===== config.mk =====
export PLATFORM = sky130hd
export DESIGN_NAME = inst_fetch_decode
export DESIGN_NICKNAME = d
export VERILOG_FILES = /design/src/rtl/inst_fetch_decode.sv
export SDC_FILE = /design/constraint.sdc
export NUM_CORES = 1
export LEC_CHECK = 0
export ABC_AREA = 1
export CORE_AREA = 5 5 156 158
export CTS_BUF_LIST = sky130_fd_sc_hd__clkbuf_8
export CTS_CLUSTER_DIAMETER = 40
export DETAILED_ROUTE_END_ITERATION = 8
export DIE_AREA = 0 0 161 163
export SLEW_MARGIN = 5
export SYNTH_ARGS = -nofsm -noshare
export SYNTH_HDL_FRONTEND = slang
export SYNTH_SLANG_ARGS = --single-unit
export TNS_END_PERCENT = 30

===== constraint.sdc =====
create_clock -name clk_in -period 3.03 [get_ports clk_in]
set_clock_uncertainty 0.2 [all_clocks]
set_input_delay 0.4545 -clock clk_in [delete_from_list [all_inputs] [get_ports clk_in]]
set_output_delay 0.4545 -clock clk_in [all_outputs]
set_load 0.005 [all_outputs]

===== src/rtl/inst_fetch_decode.sv =====
// Fetch stage: holds the PC, issues one instruction read at a time, decodes the
// returned RV32I word and presents it to the fetched-op queue until accepted.
module inst_fetch_decode #(
  parameter logic [31:0] RESET_PC = 32'h0
) (
  input  logic        clk_in,
  input  logic        rst_in,
  input  logic        rdy_in,
  output logic        mem_req_valid,
  output logic [31:0] mem_req_addr,
  input  logic        mem_resp_valid,
  input  logic [31:0] mem_resp_inst,
  input  logic        foq_full,
  output logic        inst_out_valid,
  output logic [4:0]  op_out,
  output logic [4:0]  rd_out,
  output logic [4:0]  rs1_out,
  output logic [4:0]  rs2_out,
  output logic [31:0] imm_out,
  output logic        branch_out,
  output logic        ls_out,
  output logic        use_imm_out,
  output logic        jalr_out,
  output logic [31:0] addr_out,
  input  logic        predict_fail,
  input  logic [31:0] redirect_pc
);

  localparam logic [6:0] OPC_LUI    = 7'b0110111;
  localparam logic [6:0] OPC_AUIPC  = 7'b0010111;
  localparam logic [6:0] OPC_JAL    = 7'b1101111;
  localparam logic [6:0] OPC_JALR   = 7'b1100111;
  localparam logic [6:0] OPC_BRANCH = 7'b1100011;
  localparam logic [6:0] OPC_LOAD   = 7'b0000011;
  localparam logic [6:0] OPC_STORE  = 7'b0100011;
  localparam logic [6:0] OPC_OPIMM  = 7'b0010011;
  localparam logic [6:0] OPC_OP     = 7'b0110011;

  localparam logic [4:0] OP_LUI   = 5'd0;
  localparam logic [4:0] OP_AUIPC = 5'd1;
  localparam logic [4:0] OP_JAL   = 5'd2;
  localparam logic [4:0] OP_JALR  = 5'd3;
  localparam logic [4:0] OP_BEQ   = 5'd4;
  localparam logic [4:0] OP_LB    = 5'd10;
  localparam logic [4:0] OP_SB    = 5'd15;
  localparam logic [4:0] OP_ILL   = 5'd31;

  localparam logic [6:0] F7_ZERO = 7'b0000000;
  localparam logic [6:0] F7_ALT  = 7'b0100000;

  typedef enum logic [1:0] {S_FETCH, S_WAIT, S_OUT} state_t;

  state_t      state_reg;
  logic [31:0] pc_reg;
  logic        drop_reg;

  logic [31:0] inst;
  logic [6:0]  opcode;
  logic [2:0]  f3;
  logic [6:0]  f7;
  logic [31:0] imm_i, imm_s, imm_b, imm_u, imm_j, imm_sh;

  assign inst   = mem_resp_inst;
  assign opcode = inst[6:0];
  assign f3     = inst[14:12];
  assign f7     = inst[31:25];
  assign imm_i  = {{20{inst[31]}}, inst[31:20]};
  assign imm_s  = {{20{inst[31]}}, inst[31:25], inst[11:7]};
  assign imm_b  = {{19{inst[31]}}, inst[31], inst[7], inst[30:25], inst[11:8], 1'b0};
  assign imm_u  = {inst[31:12], 12'b0};
  assign imm_j  = {{11{inst[31]}}, inst[31], inst[19:12], inst[20], inst[30:21], 1'b0};
  assign imm_sh = {27'b0, inst[24:20]};

  // ALU op code shared by register and immediate forms; alt selects SUB/SRA.
  function automatic logic [4:0] alu_op(input logic [2:0] fn3, input logic alt);
    case (fn3)
      3'b000:  alu_op = alt ? 5'd19 : 5'd18;
      3'b001:  alu_op = 5'd20;
      3'b010:  alu_op = 5'd21;
      3'b011:  alu_op = 5'd22;
      3'b100:  alu_op = 5'd23;
      3'b101:  alu_op = alt ? 5'd25 : 5'd24;
      3'b110:  alu_op = 5'd26;
      default: alu_op = 5'd27;
    endcase
  endfunction

  logic [4:0]  dec_op, dec_rd, dec_rs1, dec_rs2;
  logic [31:0] dec_imm;
  logic        dec_branch, dec_ls, dec_use_imm, dec_jalr, dec_legal;

  always_comb begin
    dec_op      = OP_ILL;
    dec_rd      = 5'd0;
    dec_rs1     = 5'd0;
    dec_rs2     = 5'd0;
    dec_imm     = 32'd0;
    dec_branch  = 1'b0;
    dec_ls      = 1'b0;
    dec_use_imm = 1'b0;
    dec_jalr    = 1'b0;
    dec_legal   = 1'b1;
    case (opcode)
      OPC_LUI, OPC_AUIPC: begin
        dec_op      = (opcode == OPC_LUI) ? OP_LUI : OP_AUIPC;
        dec_rd      = inst[11:7];
        dec_imm     = imm_u;
        dec_use_imm = 1'b1;
      end
      OPC_JAL: begin
        dec_op      = OP_JAL;
        dec_rd      = inst[11:7];
        dec_imm     = imm_j;
        dec_branch  = 1'b1;
        dec_use_imm = 1'b1;
      end
      OPC_JALR: begin
        dec_op      = OP_JALR;
        dec_rd      = inst[11:7];
        dec_rs1     = inst[19:15];
        dec_imm     = imm_i;
        dec_branch  = 1'b1;
        dec_jalr    = 1'b1;
        dec_use_imm = 1'b1;
        dec_legal   = (f3 == 3'b000);
      end
      OPC_BRANCH: begin
        dec_rs1    = inst[19:15];
        dec_rs2    = inst[24:20];
        dec_imm    = imm_b;
        dec_branch = 1'b1;
        case (f3)
          3'b000, 3'b001: dec_op = OP_BEQ + {4'b0, f3[0]};
          3'b100, 3'b101, 3'b110, 3'b111: dec_op = OP_BEQ + 5'd2 + {3'b0, f3[1:0]};
          default: dec_legal = 1'b0;
        endcase
      end
      OPC_LOAD: begin
        dec_rd      = inst[11:7];
        dec_rs1     = inst[19:15];
        dec_imm     = imm_i;
        dec_ls      = 1'b1;
        dec_use_imm = 1'b1;
        case (f3)
          3'b000, 3'b001, 3'b010: dec_op = OP_LB + {3'b0, f3[1:0]};
          3'b100, 3'b101:         dec_op = OP_LB + 5'd3 + {4'b0, f3[0]};
          default:                dec_legal = 1'b0;
        endcase
      end
      OPC_STORE: begin
        dec_rs1     = inst[19:15];
        dec_rs2     = inst[24:20];
        dec_imm     = imm_s;
        dec_ls      = 1'b1;
        dec_use_imm = 1'b1;
        dec_op      = OP_SB + {3'b0, f3[1:0]};
        dec_legal   = (f3 == 3'b000) || (f3 == 3'b001) || (f3 == 3'b010);
      end
      OPC_OPIMM: begin
        dec_rd      = inst[11:7];
        dec_rs1     = inst[19:15];
        dec_use_imm = 1'b1;
        dec_op      = alu_op(f3, (f3 == 3'b101) && inst[30]);
        if (f3 == 3'b001) begin
          dec_imm   = imm_sh;
          dec_legal = (f7 == F7_ZERO);
        end else if (f3 == 3'b101) begin
          dec_imm   = imm_sh;
          dec_legal = (f7 == F7_ZERO) || (f7 == F7_ALT);
        end else begin
          dec_imm   = imm_i;
        end
      end
      OPC_OP: begin
        dec_rd    = inst[11:7];
        dec_rs1   = inst[19:15];
        dec_rs2   = inst[24:20];
        dec_op    = alu_op(f3, f7 == F7_ALT);
        dec_legal = (f7 == F7_ZERO) ||
                    ((f7 == F7_ALT) && ((f3 == 3'b000) || (f3 == 3'b101)));
      end
      default: dec_legal = 1'b0;
    endcase
    // Anything unrecognised goes out as a bare ILLEGAL op with no operands.
    if (!dec_legal) begin
      dec_op      = OP_ILL;
      dec_rd      = 5'd0;
      dec_rs1     = 5'd0;
      dec_rs2     = 5'd0;
      dec_imm     = 32'd0;
      dec_branch  = 1'b0;
      dec_ls      = 1'b0;
      dec_use_imm = 1'b0;
      dec_jalr    = 1'b0;
    end
  end

  assign mem_req_valid = rst_in && rdy_in && (state_reg == S_FETCH);
  assign mem_req_addr  = pc_reg;

  always_ff @(posedge clk_in or negedge rst_in) begin
    if (!rst_in) begin
      state_reg      <= S_FETCH;
      pc_reg         <= RESET_PC;
      drop_reg       <= 1'b0;
      inst_out_valid <= 1'b0;
      op_out         <= 5'd0;
      rd_out         <= 5'd0;
      rs1_out        <= 5'd0;
      rs2_out        <= 5'd0;
      imm_out        <= 32'd0;
      branch_out     <= 1'b0;
      ls_out         <= 1'b0;
      use_imm_out    <= 1'b0;
      jalr_out       <= 1'b0;
      addr_out       <= 32'd0;
    end else if (rdy_in) begin
      if (predict_fail) begin
        pc_reg         <= redirect_pc;
        inst_out_valid <= 1'b0;
        // A request still in flight must be swallowed before fetching again.
        if (state_reg == S_OUT || (state_reg == S_WAIT && mem_resp_valid)) begin
          state_reg <= S_FETCH;
          drop_reg  <= 1'b0;
        end else begin
          state_reg <= S_WAIT;
          drop_reg  <= 1'b1;
        end
      end else begin
        case (state_reg)
          S_FETCH: state_reg <= S_WAIT;
          S_WAIT: begin
            if (mem_resp_valid) begin
              if (drop_reg) begin
                drop_reg  <= 1'b0;
                state_reg <= S_FETCH;
              end else begin
                op_out         <= dec_op;
                rd_out         <= dec_rd;
                rs1_out        <= dec_rs1;
                rs2_out        <= dec_rs2;
                imm_out        <= dec_imm;
                branch_out     <= dec_branch;
                ls_out         <= dec_ls;
                use_imm_out    <= dec_use_imm;
                jalr_out       <= dec_jalr;
                addr_out       <= pc_reg;
                inst_out_valid <= 1'b1;
                pc_reg         <= pc_reg + ((dec_op == OP_JAL) ? dec_imm : 32'd4);
                state_reg      <= S_OUT;
              end
            end
          end
          S_OUT: begin
            if (!foq_full) begin
              inst_out_valid <= 1'b0;
              state_reg      <= S_FETCH;
            end
          end
          default: state_reg <= S_FETCH;
        endcase
      end
    end
  end

endmodule


==> results_dict.tcl <==
set metrics [dict create \
    clock_sinks 124 \
    routed_wirelength_mm 38.5 \
    vdd.ir_drop.worst_mv 0.297 \
    instances_no_fill 2149 \
    p_leak_nw 8.20 \
    drive_above_1_share_pct 34.3 \
    place_inst 2039 \
    area_growth_pct 69.3 \
    synth_edf_count 0 \
    fill_cells 2018 \
    grt_max_degree 125 \
    drcViolationCount 0 \
    fin_area_mm2 0.0152 \
    post_drt_wl_per_cell_um 17.9 \
    yosysUniqueCellTypes 38 \
    io_pins 192 \
    detailed_place_hpwl_mm 27.5 \
    hold_class "reg2reg" \
    overflow 0 \
    powerDensity_mw_per_mm2 443 \
    yosysSeqAreaShare_pct 34.6 \
    globalplace.congestion 0.971 \
    hold_viol 0 \
    ys_async_sr_fraction_pct 100 \
    crit_start "mem_resp_inst[13]" \
    yosysTopAreaCell "dfrtp_1" \
    violations "setup timing" \
    post-route-min-period_ns 3.12 \
    dpl_cell_area_mm2 0.0126 \
    final_nets 1953 \
    post_drt_via_cell_ratio 5.07 \
    synth_top_area_share_pct 34.6 \
    coreArea_mm2 0.0230 \
    first_pass_iters 5 \
    worst_slack_ns -0.0902 \
    drv_slew 0 \
    synthTopCellsByArea "dfrtp_1 35%, nand2_1 24%, inv_1 7.4%" \
    detail-route-antenna-nets 0 \
    clock_latency_ns 0.46 \
    max_slew.worst_pin.slew_ns 0.765 \
    cts_buffer_depth 2 \
    fp.dieH_um 163 \
    preCtsSetupSlack_ns -1.19 \
    worstRegToRegCells 10 \
    cp.arrival_ns 3.26 \
    postSynthAreaPerCell_um2 6.32 \
    relSlewSlack_pct 49.0 \
    die_w_um 161 \
    crit_fanout 7 \
    hold_slack_ns 0.277 \
    path_clk_slew_ns 0.08 \
    path_class "in2reg" \
    via_count 10900 \
    yosys_warnings 0 \
    cts_tree "yes" \
    cp-start-kind "input port" \
    start_util_pct 39.0 \
    holdCritStartpoint "imm_out[13]" \
    synth_area_mm2 0.00897 \
    hold_depth 2 \
    synth_ff_type "dfrtp_1" \
    end_kind "flop" \
    grt_pass1_wl_mm 57.6 \
    drt-initial-drc-count 836 \
    period_share_pct 103 \
    grt_pass1_vias 10600 \
    utilization_pct 66.1 \
    numCtsBuffers 17 \
    register_area_mm2 0.00310 \
    synthTopCellsByCount "574 x nand2_1, 177 x inv_1, 135 x nor2_1" \
    synth-seq-cells 124 \
    antenna_found_initial 0 \
    die_area_mm2 0.0262 \
    core.rowCount 56 \
    multi_input_area_mm2 0.00658 \
    reg2reg_from "mem_req_addr[22]" \
    synthesis.nets 1526 \
    grt_usage_pct 27.8 \
    htreeDepth 4 \
    setup_viol 15 \
    yosysMostFrequentCell "nand2_1" \
    antenna_cells 0 \
    synthCells 1419 \
    status "finished with violations" \
    cts_root_buf "clkbuf_8" \
    fmax_ghz 0.320 \
    io_buffer_count 191 \
    rsz0062_at_grt "yes" \
    cap_violations 0 \
    cp.required_ns 3.17 \
]
-- metrics by stage --
stage          power, W  TNS, ns
2_1_floorplan   0.00319    -5.33
3_3_place_gp    0.00469   -30.15
3_5_place_dp    0.00471   -31.07
4_1_cts         0.00647    -2.89
5_1_grt         0.00708    -5.07
6_report        0.00673   -0.512
-- report_power, final --
| group | leakage [nW] | switching, W | total (W) | internal [W] |
|---|---|---|---|---|
| logic | 6.38 | 0.00135 | 0.00287 | 0.00152 |
| registers | 1.62 | 0.000354 | 0.00234 | 0.00198 |
| clock network | 0.196 | 0.000846 | 0.00152 | 0.000677 |
| total | 8.20 | 0.00255 | 0.00673 | 0.00418 |
-- area by class of cell --
cell class | instances | area share [%]
multi-input cells | 1065 | 43.3
repair buffers | 454 | 26.6
flip-flops and latches | 124 | 20.4
inverters | 183 | 4.68
well taps | 290 | 2.39
clock buffers | 17 | 1.54
clock inverters | 15 | 1.00
repair inverters | 1 | 0.0494
-- cell families after synthesis --
| kind of cell | share of synthesized area (%) |
|---|---|
| other | 0.0418 |
| and+or+nand+nor | 41.6 |
| adders and majority gates | 5.24 |
| buffers and inverters | 10.3 |
| xor gates and xnor gates | 0.683 |
| DFF | 34.6 |
| AOI/OAI and AO/OA | 7.57 |
-- cell usage in the layout (no fill, tap or decap), drive strengths merged, types with 2 or more instances in the layout --
master,count
o211ai,16
nand2,579
or2,6
ha,36
and3,2
dlymetal6s2s,4
a22oi,2
inv,187
a31oi,3
o22ai,4
a21oi,31
dfrtp,124
dlygate4sd2,2
nor2,142
nand3,128
buf,267
clkinv,8
o21bai,6
clkbuf,24
o21ai,51
xnor2,3
nand3b,12
nor3,13
a21boi,4
clkinvlp,3
nand4,12
xor2,4
clkdlybuf4s50,173
and2,7
-- per-layer routing --
metal | up-vias | track usage (%) | part of all wire, %
li1 | 5305 | - | -
met1 | 5079 | 37.2 | 43
met2 | 417 | 46.7 | 48
met3 | 85 | 4.05 | 5.4
met4 | 0 | 8.92 | 3.5
met5 | - | 0 | 0
-- path summary, 6_finish.rpt --
check                                    to  slack (ns)
max                        mem_req_addr[23]       -0.09
min                             imm_out[13]        0.28
max reg2reg                mem_req_addr[28]        0.62
min reg2reg                     imm_out[13]        0.28
max in group asynchronous    inst_out_valid        1.56
min in group asynchronous            ls_out        0.46
-- worst max-delay path, cell delays in order --
cell,delay (ns)
buf_8,0.08
clkinvlp_4,0.13
ha_4,0.21
nand2_1,0.14
nand2_2,0.09
nand3_2,0.08
nand2_1,0.06
nand2_1,0.08
nand2_2,0.07
nor2_4,0.11
inv_4,0.07
buf_12,0.15
nand2_1,0.07
nor2_2,0.05
ha_4,0.32
nand2_2,0.08
buf_4,0.16
nor3_4,0.23
buf_4,0.15
nand3_1,0.12
nand4_1,0.12
nand3_1,0.07
nand2_1,0.09
nand2_1,0.05
-- timing repair --
action                                  CTS  global route
endpoints found under the setup margin   30            31
pin swaps                                95           185
hold endpoints to repair                 14             0
buffers inserted                         42            35
hold buffers                              1             0
gates cloned                              3             1
gates resized for setup                 215           252
(Power assumes the default switching activity.)
